**src/rtl/cache_refill_ctrl.sv**
```systemverilog
// cache_refill_ctrl: read-allocate, write-through refill controller that sits
// between a single client, a cache with registered read data, and backing memory.
// Ports: clk/rst_n (async active-low); req_* client request with valid/ready;
// rsp_* one-cycle response pulse with held data/hit; c_* cache read/write port;
// mem_* backing-memory request/grant and read-data return.
// Optional: define CACHE_REFILL_CTRL_STATS_EN to add stat_clr, hit_cnt, miss_cnt.
// Every output is a flop whose next value is decoded from the next state.
module cache_refill_ctrl #(
    parameter int DATA_WIDTH = 8,
    parameter int ADDR_WIDTH = 8
) (
    input  logic                  clk,
    input  logic                  rst_n,
    input  logic                  req_valid,
    output logic                  req_ready,
    input  logic                  req_we,
    input  logic [ADDR_WIDTH-1:0] req_addr,
    input  logic [DATA_WIDTH-1:0] req_wdata,
    output logic                  rsp_valid,
    output logic                  rsp_hit,
    output logic [DATA_WIDTH-1:0] rsp_rdata,
    output logic                  c_re,
    output logic                  c_we,
    output logic [ADDR_WIDTH-1:0] c_read_addr,
    output logic [ADDR_WIDTH-1:0] c_write_addr,
    output logic [DATA_WIDTH-1:0] c_in,
    input  logic [DATA_WIDTH-1:0] c_out,
    input  logic                  c_hit,
    output logic                  mem_req,
    output logic                  mem_we,
    output logic [ADDR_WIDTH-1:0] mem_addr,
    output logic [DATA_WIDTH-1:0] mem_wdata,
    input  logic                  mem_gnt,
    input  logic                  mem_rvalid,
    input  logic [DATA_WIDTH-1:0] mem_rdata
`ifdef CACHE_REFILL_CTRL_STATS_EN
    ,
    input  logic                  stat_clr,
    output logic [15:0]           hit_cnt,
    output logic [15:0]           miss_cnt
`endif
);

    typedef enum logic [3:0] {
        IDLE,
        LOOKUP,
        CHECK,
        MEM_REQ,
        MEM_WAIT,
        FILL,
        WR_MEM,
        WR_CACHE,
        RESP
    } state_e;

    state_e                state_q, state_d;
    logic                  we_q, we_d;
    logic [ADDR_WIDTH-1:0] addr_q, addr_d;
    logic [DATA_WIDTH-1:0] wdata_q, wdata_d;
    logic [DATA_WIDTH-1:0] rdata_q, rdata_d;
    logic                  hit_q, hit_d;

    logic                  req_ready_q, req_ready_d;
    logic                  rsp_valid_q, rsp_valid_d;
    logic                  rsp_hit_q, rsp_hit_d;
    logic [DATA_WIDTH-1:0] rsp_rdata_q, rsp_rdata_d;
    logic                  c_re_q, c_re_d;
    logic                  c_we_q, c_we_d;
    logic [ADDR_WIDTH-1:0] c_read_addr_q, c_read_addr_d;
    logic [ADDR_WIDTH-1:0] c_write_addr_q, c_write_addr_d;
    logic [DATA_WIDTH-1:0] c_in_q, c_in_d;
    logic                  mem_req_q, mem_req_d;
    logic                  mem_we_q, mem_we_d;
    logic [ADDR_WIDTH-1:0] mem_addr_q, mem_addr_d;
    logic [DATA_WIDTH-1:0] mem_wdata_q, mem_wdata_d;

    // Next state and captured request/response data.
    always_comb begin
        state_d = state_q;
        we_d    = we_q;
        addr_d  = addr_q;
        wdata_d = wdata_q;
        rdata_d = rdata_q;
        hit_d   = hit_q;
        unique case (state_q)
            IDLE: begin
                if (req_valid && req_ready_q) begin
                    we_d    = req_we;
                    addr_d  = req_addr;
                    wdata_d = req_wdata;
                    // Cleared so a write responds with zero data, no hit.
                    rdata_d = '0;
                    hit_d   = 1'b0;
                    state_d = req_we ? WR_MEM : LOOKUP;
                end
            end
            LOOKUP: state_d = CHECK;
            CHECK: begin
                if (c_hit) begin
                    rdata_d = c_out;
                    hit_d   = 1'b1;
                    state_d = RESP;
                end else begin
                    state_d = MEM_REQ;
                end
            end
            MEM_REQ: begin
                if (mem_gnt) begin
                    if (mem_rvalid) begin
                        rdata_d = mem_rdata;
                        state_d = FILL;
                    end else begin
                        state_d = MEM_WAIT;
                    end
                end
            end
            MEM_WAIT: begin
                if (mem_rvalid) begin
                    rdata_d = mem_rdata;
                    state_d = FILL;
                end
            end
            FILL: begin
                hit_d   = 1'b0;
                state_d = RESP;
            end
            WR_MEM: begin
                if (mem_gnt) begin
                    state_d = WR_CACHE;
                end
            end
            WR_CACHE: state_d = RESP;
            RESP:     state_d = IDLE;
            default:  state_d = IDLE;
        endcase
    end

    // Outputs are decoded from the next state so they appear, registered,
    // in the same cycle the FSM occupies that state.
    always_comb begin
        req_ready_d    = (state_d == IDLE);
        rsp_valid_d    = (state_d == RESP);
        rsp_rdata_d    = rsp_rdata_q;
        rsp_hit_d      = rsp_hit_q;
        if (state_d == RESP) begin
            rsp_rdata_d = rdata_d;
            rsp_hit_d   = hit_d;
        end
        c_re_d         = (state_d == LOOKUP);
        c_read_addr_d  = c_re_d ? addr_d : c_read_addr_q;
        c_we_d         = (state_d == FILL) || (state_d == WR_CACHE);
        c_write_addr_d = c_we_d ? addr_d : c_write_addr_q;
        c_in_d         = c_in_q;
        if (state_d == FILL) begin
            c_in_d = rdata_d;
        end else if (state_d == WR_CACHE) begin
            c_in_d = wdata_d;
        end
        mem_req_d      = (state_d == MEM_REQ) || (state_d == WR_MEM);
        mem_we_d       = (state_d == WR_MEM);
        mem_addr_d     = mem_req_d ? addr_d : mem_addr_q;
        mem_wdata_d    = mem_we_d ? wdata_d : mem_wdata_q;
    end

    always_ff @(posedge clk or negedge rst_n) begin
        if (!rst_n) begin
            state_q        <= IDLE;
            we_q           <= 1'b0;
            addr_q         <= '0;
            wdata_q        <= '0;
            rdata_q        <= '0;
            hit_q          <= 1'b0;
            req_ready_q    <= 1'b0;
            rsp_valid_q    <= 1'b0;
            rsp_hit_q      <= 1'b0;
            rsp_rdata_q    <= '0;
            c_re_q         <= 1'b0;
            c_we_q         <= 1'b0;
            c_read_addr_q  <= '0;
            c_write_addr_q <= '0;
            c_in_q         <= '0;
            mem_req_q      <= 1'b0;
            mem_we_q       <= 1'b0;
            mem_addr_q     <= '0;
            mem_wdata_q    <= '0;
        end else begin
            state_q        <= state_d;
            we_q           <= we_d;
            addr_q         <= addr_d;
            wdata_q        <= wdata_d;
            rdata_q        <= rdata_d;
            hit_q          <= hit_d;
            req_ready_q    <= req_ready_d;
            rsp_valid_q    <= rsp_valid_d;
            rsp_hit_q      <= rsp_hit_d;
            rsp_rdata_q    <= rsp_rdata_d;
            c_re_q         <= c_re_d;
            c_we_q         <= c_we_d;
            c_read_addr_q  <= c_read_addr_d;
            c_write_addr_q <= c_write_addr_d;
            c_in_q         <= c_in_d;
            mem_req_q      <= mem_req_d;
            mem_we_q       <= mem_we_d;
            mem_addr_q     <= mem_addr_d;
            mem_wdata_q    <= mem_wdata_d;
        end
    end

    assign req_ready    = req_ready_q;
    assign rsp_valid    = rsp_valid_q;
    assign rsp_hit      = rsp_hit_q;
    assign rsp_rdata    = rsp_rdata_q;
    assign c_re         = c_re_q;
    assign c_we         = c_we_q;
    assign c_read_addr  = c_read_addr_q;
    assign c_write_addr = c_write_addr_q;
    assign c_in         = c_in_q;
    assign mem_req      = mem_req_q;
    assign mem_we       = mem_we_q;
    assign mem_addr     = mem_addr_q;
    assign mem_wdata    = mem_wdata_q;

`ifdef CACHE_REFILL_CTRL_STATS_EN
    logic [15:0] hit_cnt_q, hit_cnt_d;
    logic [15:0] miss_cnt_q, miss_cnt_d;

    // Clear takes priority; counters stick at all-ones.
    always_comb begin
        hit_cnt_d  = hit_cnt_q;
        miss_cnt_d = miss_cnt_q;
        if (stat_clr) begin
            hit_cnt_d  = '0;
            miss_cnt_d = '0;
        end else if (state_q == CHECK) begin
            if (c_hit) begin
                if (hit_cnt_q != 16'hFFFF) begin
                    hit_cnt_d = hit_cnt_q + 16'd1;
                end
            end else if (miss_cnt_q != 16'hFFFF) begin
                miss_cnt_d = miss_cnt_q + 16'd1;
            end
        end
    end

    always_ff @(posedge clk or negedge rst_n) begin
        if (!rst_n) begin
            hit_cnt_q  <= '0;
            miss_cnt_q <= '0;
        end else begin
            hit_cnt_q  <= hit_cnt_d;
            miss_cnt_q <= miss_cnt_d;
        end
    end

    assign hit_cnt  = hit_cnt_q;
    assign miss_cnt = miss_cnt_q;
`endif

endmodule

```
**config.mk**
```make
export PLATFORM = sky130hd
export DESIGN_NAME = cache_refill_ctrl
export DESIGN_NICKNAME = d
export VERILOG_FILES = /design/src/rtl/cache_refill_ctrl.sv
export SDC_FILE = /design/constraint.sdc
export NUM_CORES = 1
export LEC_CHECK = 0
export CORE_MARGIN = 2
export CORE_UTILIZATION = 30
export CTS_CLUSTER_SIZE = 30
export DETAILED_ROUTE_END_ITERATION = 6
export PLACE_DENSITY = 0.6
export SLEW_MARGIN = 20
export SYNTH_ARGS = -nofsm -noshare
export SYNTH_HDL_FRONTEND = slang
export SYNTH_SLANG_ARGS = --single-unit
```
**constraint.sdc**
```tcl
create_clock -name clk -period 2.79 [get_ports clk]
set_clock_uncertainty 0.1 [all_clocks]
set_input_delay 0.4185 -clock clk [delete_from_list [all_inputs] [get_ports clk]]
set_output_delay 0.4185 -clock clk [all_outputs]
set_load 0.01 [all_outputs]
```
# Word-level counts from Yosys, hierarchy flattened
# Index checks and enable logic that the tools add are counted.
# word_totals
wordCells	60
inputBits	39
ff_bits	84
out_inout_bits	55
# classes
n_reduce_logical	7
mux	22
n_eq_ne	13
# op_table
operator	count
$mux 8	10
$pmux 8 s4	1
$eq 4x3->1 const B	7
$pmux 4 s7	1
$mux 4	5
$eq 4x2->1 const B	3
$eq 4x1->1 const B	2
$logic_not 4->1	2
$eq 4x4->1 const B	1
$mux 1	3
$mux 3	1
$pmux 1 s3	1
$logic_or 1x1->1	2
$reduce_bool 2->1	1
$reduce_or 2->1	1
$logic_and 1x1->1	1

# Depth between registers and ports, before layout
# Gate-level depths: netlist of run 1.
# depth
word_depth	6
ltp_mapped	7
ltp_nobuf	4

# Least setup slack after synthesis of run 1
# OpenSTA, ideal clock, no wires.
# synth_timing
path_type	register to register
from	reg state_q[3]
to	reg c_read_addr_q[6] (netlist: c_read_addr[6])
synth_period_minus_slack_ns	1.966
setup_ns	0.125
path_buffers	2
arrival_ns	1.742
slack_ns	0.824
path_stages_with_launch	7
required_ns	2.565
path_cell_list	dfrtp_1 -> buf_6 -> nor4_4 -> nand3_4 -> buf_6 -> mux2_4 -> mux2_2
# synth_via
elab_cells_between_ends	16
classes_between	eq/ne: 8; mux: 6; reduce/logical: 2
# synth_rtl
item	line	rtl
start: declaration	56	state_e state_q, state_d;
start signal: assignment	187	state_q <= state_d;
$logic_not 4->1	-	
$mux 8	85	unique case (state_q)
via addr_d[6]	58	logic [ADDR_WIDTH-1:0] addr_q, addr_d;
end signal: assignment	199	c_read_addr_q <= c_read_addr_d;
end: declaration	69	logic [ADDR_WIDTH-1:0] c_read_addr_q, c_read_addr_d;
# The timed path passes the listed nets, and every way through them passes these cells.
# A chain may end at the register's enable or synchronous reset.

# Worst setup path after layout of run 1
# layout_timing
from	reg state_q[1]
to	reg rsp_hit_q (netlist: rsp_hit)
# layout_via
elab_chain_cells	4
elab_cells_between_ends	16
classes_between	eq/ne: 8; mux: 6; reduce/logical: 2
# layout_lines
item	line	rtl
$eq 4x3->1	85	
$reduce_or 2->1 (no source line)	-	
$pmux 4 s7	85	
$eq 4x4->1	145	if (state_d == RESP) begin
end signal: assignment	195	rsp_hit_q <= rsp_hit_d;
end: declaration	65	logic rsp_hit_q, rsp_hit_d;
# Parallel ways exist; a longest one is shown, timed or not.

==> out/results.txt, run 1 <==
Final wirelength: 8480 um
CORE AREA: 11400 sq um
CP required: 2.91 ns
Post-synth top area share: 0.600
Sequential Area: 2100 sq um
Combinational Power Share: 0.419
Setup TNS: 0 ns
Area of placed instances: 4580 sq um
Mapped cell area: 3500 sq um
Wire length of the first global-routing pass: 13400 um
Max-cap viol count: 0
Final #Nets: 406
Critical path arrival: 2.43 ns
Max Slew Vio Count: 0
DP HPWL: 6000 um
Clk pwr share: 0.207
Buffers & Inverters on Critical Path: 1
CTS max path bufs: 2
Total power: 5.90 mW
Switch Pwr: 1.95 mW
Crit path to: rsp_hit
Largest net degree at the start of global routing: 45
IO Pins: 94
Routed Antenna Nets: 0
Leakage power total: 2.14 nW
Switch share: 0.331
CTS tree: done
Ys flop type: dfrtp_1
Die height: 112 um
Worst Setup Start Kind: flip-flop
Slew HR: 0.565
Remaining routing DRC violations: 0
Post-DR vias/cell: 4.77
Clk root buf: clkbuf_16
Final setup viols: 0
Area growth, synth to finish: 39.8%
CP startpoint: state_q[1]
Count leader, synth: dfrtp_1
Int Pwr: 3.95 mW
Post-CTS Setup Bufs: 0
Reg power frac: 0.373
Cell-by-cell listing of the critical path: nor2b_1, a32o_1, buf_4, and2_1, mux2_1
Seq cells post-synth: 84
Initial antenna violation count: 0
Reg-to-Reg End: rsp_hit
RSZ-0062 raised after global routing: false
CP Depth: 5
VDD IR max: 0.000459 V
Synthesized area per cell: 13.0 sq um
Fin. Hold Viols: 0
Seq/Total Area, Yosys: 0.600
Commonest cells post-synth: 84 x dfrtp_1, 39 x mux2_2, 22 x nand2_1, 19 x a21oi_1, 13 x inv_1
Final Cycle Share: 0.828
Cells after Synth: 269
Number of global-route vias before repair: 2511
Register clock-pin slew on the reported worst setup and hold paths: 0.06 ns
Ys Warns: 0
Synth area leader: dfrtp_1
Reg-to-reg slack, setup: 0.48 ns
CP max FO: 14
Routed length per instance: 16.5 um
Slowest CP cell: dfrtp_1
F_max: 0.433 GHz
Htree depth: 3
Final instance area: 4890 sq um
Initial core utilization: 0.307
TritonRoute pass-1 iters: 4
Gr ovfl total: 0
Gr usage total: 0.137
Gpl congestion: 0.775
Status: complete, no violations
Register-to-Register Path Depth: 5
Clk_lat worst skew: 0.33 ns
# diodes: 0
Post-synthesis async set-or-reset flop share: 1.00
Fin crit period: 2.31 ns
Critical path's largest stage delay: 0.62 ns
Setup CP Type: reg2reg
Die ar.: 12600 sq um
Synth top area cells: dfrtp_1 60%, mux2_2 13%, mux2_4 3.9%
Clock sink count: 84
Pwr per Cell Area: 1210 nW/um^2
Vias: 2458
Core Rows: 39
CTS buffer count: 9
Unique masters post-synth: 43
Slew @ Worst Pin: 0.651 ns
Fillers: 1102
Number of enable flip-flop cells after synthesis: 0
Initial DRC count: 83
Buffers on Ports: 93
CP top delay family: simple AND/OR/NAND/NOR gates
Die X: 112 um
HP Class: reg2reg
Syn_nets: 308
R2r startpoint: state_q[1]
Endpoint class of the critical path: flip-flop
Multi-input logic area: 1280 sq um
Proportion of layout cells with a drive suffix above 1: 0.207
how the worst min path moves through the flow:
| stage | to | slack (ns) | startpoint | cells past startpoint |
|---|---|---|---|---|
| after global placement | c_write_addr[2] | 0.34 | rst_n | 1 |
| final | rsp_hit | 0.39 | rsp_hit | 1 |
| after global routing | rsp_hit | 0.40 | rsp_hit | 1 |
| after CTS | rsp_hit | 0.40 | rsp_hit | 1 |
| after detailed placement | c_write_addr[2] | 0.35 | rst_n | 1 |
| after floorplan | addr_q[0] | 0.02 | rst_n | 0 |
cells in the final DEF (no fill, tap or decap), drive strengths merged, types with 5 or more instances in the layout:
cell type	n
clkdlybuf4s50	92
dfrtp	84
mux2	49
nand2	22
a21oi	19
inv	17
o21ai	11
clkbuf	9
nand3	9
o22ai	8
a31oi	8
buf	5
state kept, by name, summed over array words and instances (netlist names):
name	cells
mem_we	1
c_write_addr	8
c_we	1
mem_wdata	8
rsp_hit	1
c_in	8
addr_q	8
c_read_addr	8
rsp_rdata	8
mem_req	1
rsp_valid	1
wdata_q	8
state_q	4
c_re	1
req_ready	1
rdata_q	8
mem_addr	8
hit_q	1
repair_timing:
item	in CTS	in global routing
gates resized for setup	0	0
hold endpoints to repair	40	0
setup endpoints to repair	0	0
hold buffers	1	0
metal layers:
layer / track usage / share of wire
met5: 0 / 0
met4: 0.0537 / 0.013
met3: 0.0302 / 0.037
met2: 0.209 / 0.48
met1: 0.193 / 0.47
kinds of logic after synthesis:
logic type             count (synthesis)  synth area share
and+or+nand+nor                       52            0.0850
buffers and inverters                 24            0.0350
muxes                                 50             0.170
DFF                                   84             0.600
AOI/OAI and AO/OA                     59             0.110
power groups by stage:
stage	Combinational (mW)	Clock, mW	Sequential, mW
after floorplan	1.29	0	2.27
after global placement	2.47	0	2.21
after detailed placement	2.49	0	2.22
after CTS	2.51	1.25	2.21
after global routing	2.69	1.30	2.28
final	2.47	1.22	2.20
cell type report:
class,count,area share
flip-flops and latches,84,0.429
well taps,143,0.0366
repair buffers,98,0.200
inverters,13,0.00997
clock inverters,7,0.0166
clock buffers,9,0.0460
multi-input cells,161,0.261
metrics by stage:
stage                     utilization  setup slack, ns  hold WS, ns  cells
after global placement          0.401            0.477        0.342    498
final                           0.429            0.479        0.391    515
after floorplan                     -            0.824       0.0229    269
after global routing            0.429            0.338        0.399    515
after detailed placement        0.401            0.430        0.348    498
after CTS                       0.429            0.444        0.395    515
worst register-to-register path, stage by stage, from the launching register on:
cell and delay [ns]:
dfrtp_1 0.62, nor2b_1 0.31, a32o_1 0.21, buf_4 0.18, and2_1 0.40, mux2_1 0.37
Note: power is estimated with default switching activity, not from simulation.
==> inputs of run 2 (changes only) <==
--- a/config.mk
+++ b/config.mk
@@ -9,7 +9,7 @@
 export CORE_UTILIZATION = 30
 export CTS_CLUSTER_SIZE = 30
 export DETAILED_ROUTE_END_ITERATION = 6
-export PLACE_DENSITY = 0.6
+export PLACE_DENSITY = 0.62
 export SLEW_MARGIN = 20
 export SYNTH_ARGS = -nofsm -noshare
 export SYNTH_HDL_FRONTEND = slang
==> constraint.sdc (replaced) <==
create_clock -name clk -period 1.9 [get_ports clk]
set_clock_uncertainty 0.1 [all_clocks]
set_input_delay 0.285 -clock clk [delete_from_list [all_inputs] [get_ports clk]]
set_output_delay 0.285 -clock clk [all_outputs]
set_load 0.01 [all_outputs]
==> run 2 against run 1 <==
Effect of this change:
- the flow now finishes with violations (setup timing)
- register-to-register slack worse by 0.58 ns
- flip-flop and latch count unchanged
- cell count up 6.8%
- via count up 6.3%
- sequential share of layout area down 3.7 points
- critical path depth unchanged
- clock power up 39%
- global-route usage up 0.72 points
- largest cell class unchanged
- highest routed layer unchanged
==> out/results.txt, run 2 (synthesis results as in run 1) <==
Status: finished, violations left
Failing checks: setup timing
Largest net degree at the start of global routing: 37
Leakage power total: 2.36 nW
CP required: 2.01 ns
TritonRoute pass-1 iters: 4
Vias: 2614
CP max FO: 5
Clk_lat worst skew: 0.33 ns
Worst Setup Start Kind: flip-flop
Wire length of the first global-routing pass: 14200 um
# diodes: 0
Core Rows: 39
CTS tree: done
Slew HR: 0.660
Post-DR vias/cell: 4.75
Combinational Power Share: 0.477
Proportion of layout cells with a drive suffix above 1: 0.322
CP startpoint: state_q[3]
Buffers on Ports: 93
VDD IR max: 0.000632 V
F_max: 0.500 GHz
CTS max path bufs: 2
Commonest cells after routing, fill and taps aside: 92 x clkdlybuf4s50_1, 83 x dfrtp_1, 36 x mux2_2
Final Cycle Share: 1.05
Gpl congestion: 0.847
Clk pwr share: 0.182
Area of placed instances: 4870 sq um
Reg-to-Reg End: mem_addr[7]
Switch Pwr: 3.04 mW
Die X: 112 um
Final setup viols: 32
Final instance area: 5350 sq um
Max Slew Vio Count: 0
Final #Nets: 441
Slew @ Worst Pin: 0.510 ns
RSZ-0062 raised after global routing: true
Fin. Hold Viols: 0
Remaining routing DRC violations: 0
Clk root buf: clkbuf_16
Worst slack, placed: -0.211 ns
Endpoint class of the critical path: flip-flop
Fillers: 1061
Gr usage total: 0.145
Register-to-Register Path Depth: 5
Initial core utilization: 0.307
Multi-input logic area: 1400 sq um
Htree depth: 3
IO Pins: 94
Critical path arrival: 2.12 ns
CTS buffer count: 9
Routed Antenna Nets: 0
Reg power frac: 0.342
Sequential Area: 2100 sq um
Final wirelength: 8990 um
Register clock-pin slew on the reported worst setup and hold paths: 0.06 ns
Pwr per Cell Area: 1740 nW/um^2
Gr ovfl total: 0
HP Class: in2async
CORE AREA: 11400 sq um
DP HPWL: 6390 um
Int Pwr: 6.29 mW
Setup CP Type: reg2reg
Area growth, synth to finish: 52.9%
Die height: 112 um
Clock sink count: 84
Number of global-route vias before repair: 2694
Fin crit period: 2.00 ns
Reg-to-reg slack, setup: -0.10 ns
Routed length per instance: 16.3 um
Max-cap viol count: 0
Final WS setup: -0.101 ns
Initial DRC count: 91
Leading cell type in the layout, fill and taps excluded: clkdlybuf4s50_1
Switch share: 0.326
R2r startpoint: state_q[3]
Initial antenna violation count: 0
Crit path to: mem_addr[7]
Die ar.: 12600 sq um
==> run 2: layout make-up <==
type,count,area share
flip-flops and latches,84,0.393
multi-input cells,161,0.262
repair buffers,133,0.249
clock buffers,12,0.0442
well taps,143,0.0334
clock inverters,4,0.00935
inverters,13,0.00911
==> run 2: stage by stage <==
step / total power [mW] / hold slack, ns / std cells / util / TNS [ns]
6_report: 9.33 / 0.366 / 550 / 0.469 / -1.74
5_1_grt: 9.90 / 0.414 / 550 / 0.469 / -5.31
4_1_cts: 9.12 / 0.367 / 547 / 0.456 / -1.03
3_5_place_dp: 7.28 / 0.193 / 529 / 0.427 / -7.75
3_3_place_gp: 7.19 / 0.182 / 529 / 0.427 / -6.23
2_1_floorplan: 5.22 / -0.111 / 269 / - / 0
==> run 2: repair_timing <==
item / CTS / global route
gates resized for setup: 19 / 23
setup buffers: 1 / 2
hold endpoints to repair: 34 / 0
pin swaps: 0 / 2
setup endpoints to repair: 56 / 56
cloned: 0 / 1
hold buffers: 1 / 0
==> run 2: routing by layer <==
metal / track usage / vias up / routed length [um]
met2: 0.232 / 60 / 4420
met5: 0 / - / 0
li1: - / 1233 / -
met3: 0.0378 / 11 / 385
met4: 0.0504 / 0 / 180
met1: 0.191 / 1310 / 4000
==> run 2: how the worst min path moves through the flow <==
| stage | slack (ns) | from | to |
|---|---|---|---|
| finish | 0.37 | rst_n | addr_q[2] |
| global route | 0.41 | rdata_q[7] | rdata_q[7] |
| CTS | 0.37 | rst_n | addr_q[2] |
| detailed placement | 0.19 | rst_n | addr_q[2] |
| global placement | 0.18 | rst_n | addr_q[2] |
| floorplan | -0.11 | rst_n | addr_q[0] |
==> run 2: power by group through the flow <==
stage	Clock (mW)	Sequential (mW)	Combinational, mW
after floorplan	0	3.33	1.89
after global placement	0	3.16	4.04
after detailed placement	0	3.18	4.10
after CTS	1.73	3.17	4.21
after global routing	1.81	3.30	4.79
final	1.69	3.19	4.45
==> run 2: critical path, stage by stage, from the launching register on <==
cell	delay, ns
dfrtp_1	0.47
nor4bb_2	0.43
a21oi_1	0.15
o21ai_4	0.23
clkbuf_16	0.18
mux2_2	0.32
==> inputs of run 3 (changes only) <==
--- a/config.mk
+++ b/config.mk
@@ -7,9 +7,9 @@
 export LEC_CHECK = 0
 export CORE_MARGIN = 2
 export CORE_UTILIZATION = 30
-export CTS_CLUSTER_SIZE = 30
 export DETAILED_ROUTE_END_ITERATION = 6
 export PLACE_DENSITY = 0.62
+export RECOVER_POWER = 25
 export SLEW_MARGIN = 20
 export SYNTH_ARGS = -nofsm -noshare
 export SYNTH_HDL_FRONTEND = slang
==> run 3 against run 2 <==
Effect of this change:
- the run still ends with setup timing left
- register-to-register slack barely moved
- design area is 0.28% lower
- sequential power about the same
- cell count is the same
- power about the same
- first-iteration DRC count fell by 3.3%
- maximum frequency did not move
- worst hold slack improved by 0.017 ns
- largest cell class unchanged
==> out/results.txt, run 3 (synthesis results as in run 1) <==
Status: finished, violations left
Failing checks: setup timing
Clock sink count: 84
CP top delay family: flip-flops
Routed length per instance: 16.4 um
Commonest cells after routing, fill and taps aside: 92 x clkdlybuf4s50_1, 83 x dfrtp_1, 36 x mux2_2
Slew HR: 0.366
Final setup viols: 32
CTS tree: done
Sequential Area: 2100 sq um
Buffers & Inverters on Critical Path: 1
CORE AREA: 11400 sq um
DP HPWL: 6390 um
CTS max path bufs: 2
CTS buffer count: 9
Util after Layout: 0.468
Switch Pwr: 3.04 mW
Register clock-pin slew on the reported worst setup and hold paths: 0.06 ns
Int Pwr: 6.28 mW
Proportion of layout cells with a drive suffix above 1: 0.322
F_max: 0.500 GHz
Setup TNS: -1.73 ns
Number of global-route vias before repair: 2694
Critical path arrival: 2.12 ns
VDD IR max: 0.000632 V
Clk pwr share: 0.182
Core Rows: 39
Initial DRC count: 88
Routed Antenna Nets: 0
Worst Setup Start Kind: flip-flop
Endpoint class of the critical path: flip-flop
Htree depth: 3
# diodes: 0
Die height: 112 um
Setup CP Type: reg2reg
Fin. Hold Viols: 0
Reg power frac: 0.342
Switch share: 0.326
Max Slew Vio Count: 0
Wire length of the first global-routing pass: 14200 um
Pwr per Cell Area: 1750 nW/um^2
Clk root buf: clkbuf_16
CP max FO: 5
Buffers on Ports: 93
Hold WS: 0.383 ns
Clk_lat worst skew: 0.33 ns
Final WS setup: -0.101 ns
Cell-by-cell listing of the critical path: nor4bb_2, a21oi_1, o21ai_4, clkbuf_16, mux2_2
Total power: 9.32 mW
HP Class: reg2reg
Fillers: 1063
Remaining routing DRC violations: 0
Critical path's largest stage delay: 0.47 ns
Vias: 2621
Area growth, synth to finish: 52.4%
IO Pins: 94
Largest net degree at the start of global routing: 37
Final #Nets: 441
Final Cycle Share: 1.05
Combinational Power Share: 0.476
Die ar.: 12600 sq um
Placed Instances: 529
Slew @ Worst Pin: 0.952 ns
TritonRoute pass-1 iters: 4
Multi-input logic area: 1400 sq um
Die X: 112 um
CP required: 2.01 ns
Fin crit period: 2.00 ns
Max-cap viol count: 0
Final non-filler cell total: 550
Leakage power total: 2.35 nW
Slowest CP cell: dfrtp_1
Gpl congestion: 0.847
Initial core utilization: 0.307
Gr ovfl total: 0
Post-DR vias/cell: 4.77
Gr usage total: 0.145
Leading cell type in the layout, fill and taps excluded: clkdlybuf4s50_1
Final wirelength: 9000 um
RSZ-0062 raised after global routing: true
Initial antenna violation count: 0
[run 3: what timing repair did]
item / 4_1_cts / 5_1_grt
pin swaps: 0 / 2
setup endpoints to repair: 56 / 56
buffers inserted: 1 / 2
endpoints found under the hold margin: 34 / 0
resized for setup: 19 / 23
gates cloned: 0 / 1
hold buffers: 1 / 0
[run 3: cell type report]
cell class                 instances  area share
clock buffer                      12      0.0443
timing repair buffer             133       0.247
multi-input combinational        161       0.262
clock inverter                     4     0.00937
tap                              143      0.0335
sequential                        84       0.394
inverter                          13     0.00914
[run 3: path summary, 6_finish.rpt]
| path | start | end | slack [ns] | depth (start not counted) |
|---|---|---|---|---|
| min in group asynchronous | rst_n | addr_q[2] | 0.53 | 2 |
| max in group asynchronous | rst_n | rsp_rdata[6] | 0.22 | 3 |
| worst max-delay path | state_q[3] | mem_addr[7] | -0.10 | 5 |
| worst min register to register | rdata_q[4] | rdata_q[4] | 0.38 | 2 |
| worst max register to register | state_q[3] | mem_addr[7] | -0.10 | 5 |
| worst min-delay path | rdata_q[4] | rdata_q[4] | 0.38 | 2 |
[run 3: worst register-to-register path, delay by kind of cell (launching register included)]
kind	cells	cell delay [ns]
buf+inv	1	0.18
simple gates	1	0.43
flops	1	0.47
mux	1	0.32
compound gates	2	0.38
[run 3: per-layer routing]
metal  vias to the layer above  track usage  wire length, um
li1                       1233            -                -
met1                      1317        0.191             4010
met2                        60        0.232             4420
met3                        11       0.0378              385
met4                         0       0.0504              180
met5                         -            0                0
[run 3: through the flow]
stage               area, sq um  worst slack [ns]
floorplan                  3500           0.00758
global placement           4870            -0.181
detailed placement         4870            -0.211
CTS                        5210           -0.0534
global route               5340            -0.193
finish                     5340            -0.101
[run 3: power by group through the flow]
stage	sequential, mW	combinational, mW	clock, mW
2_1_floorplan	3.33	1.89	0
3_3_place_gp	3.16	4.04	0
3_5_place_dp	3.18	4.10	0
4_1_cts	3.17	4.21	1.73
5_1_grt	3.30	4.78	1.81
6_report	3.19	4.44	1.70
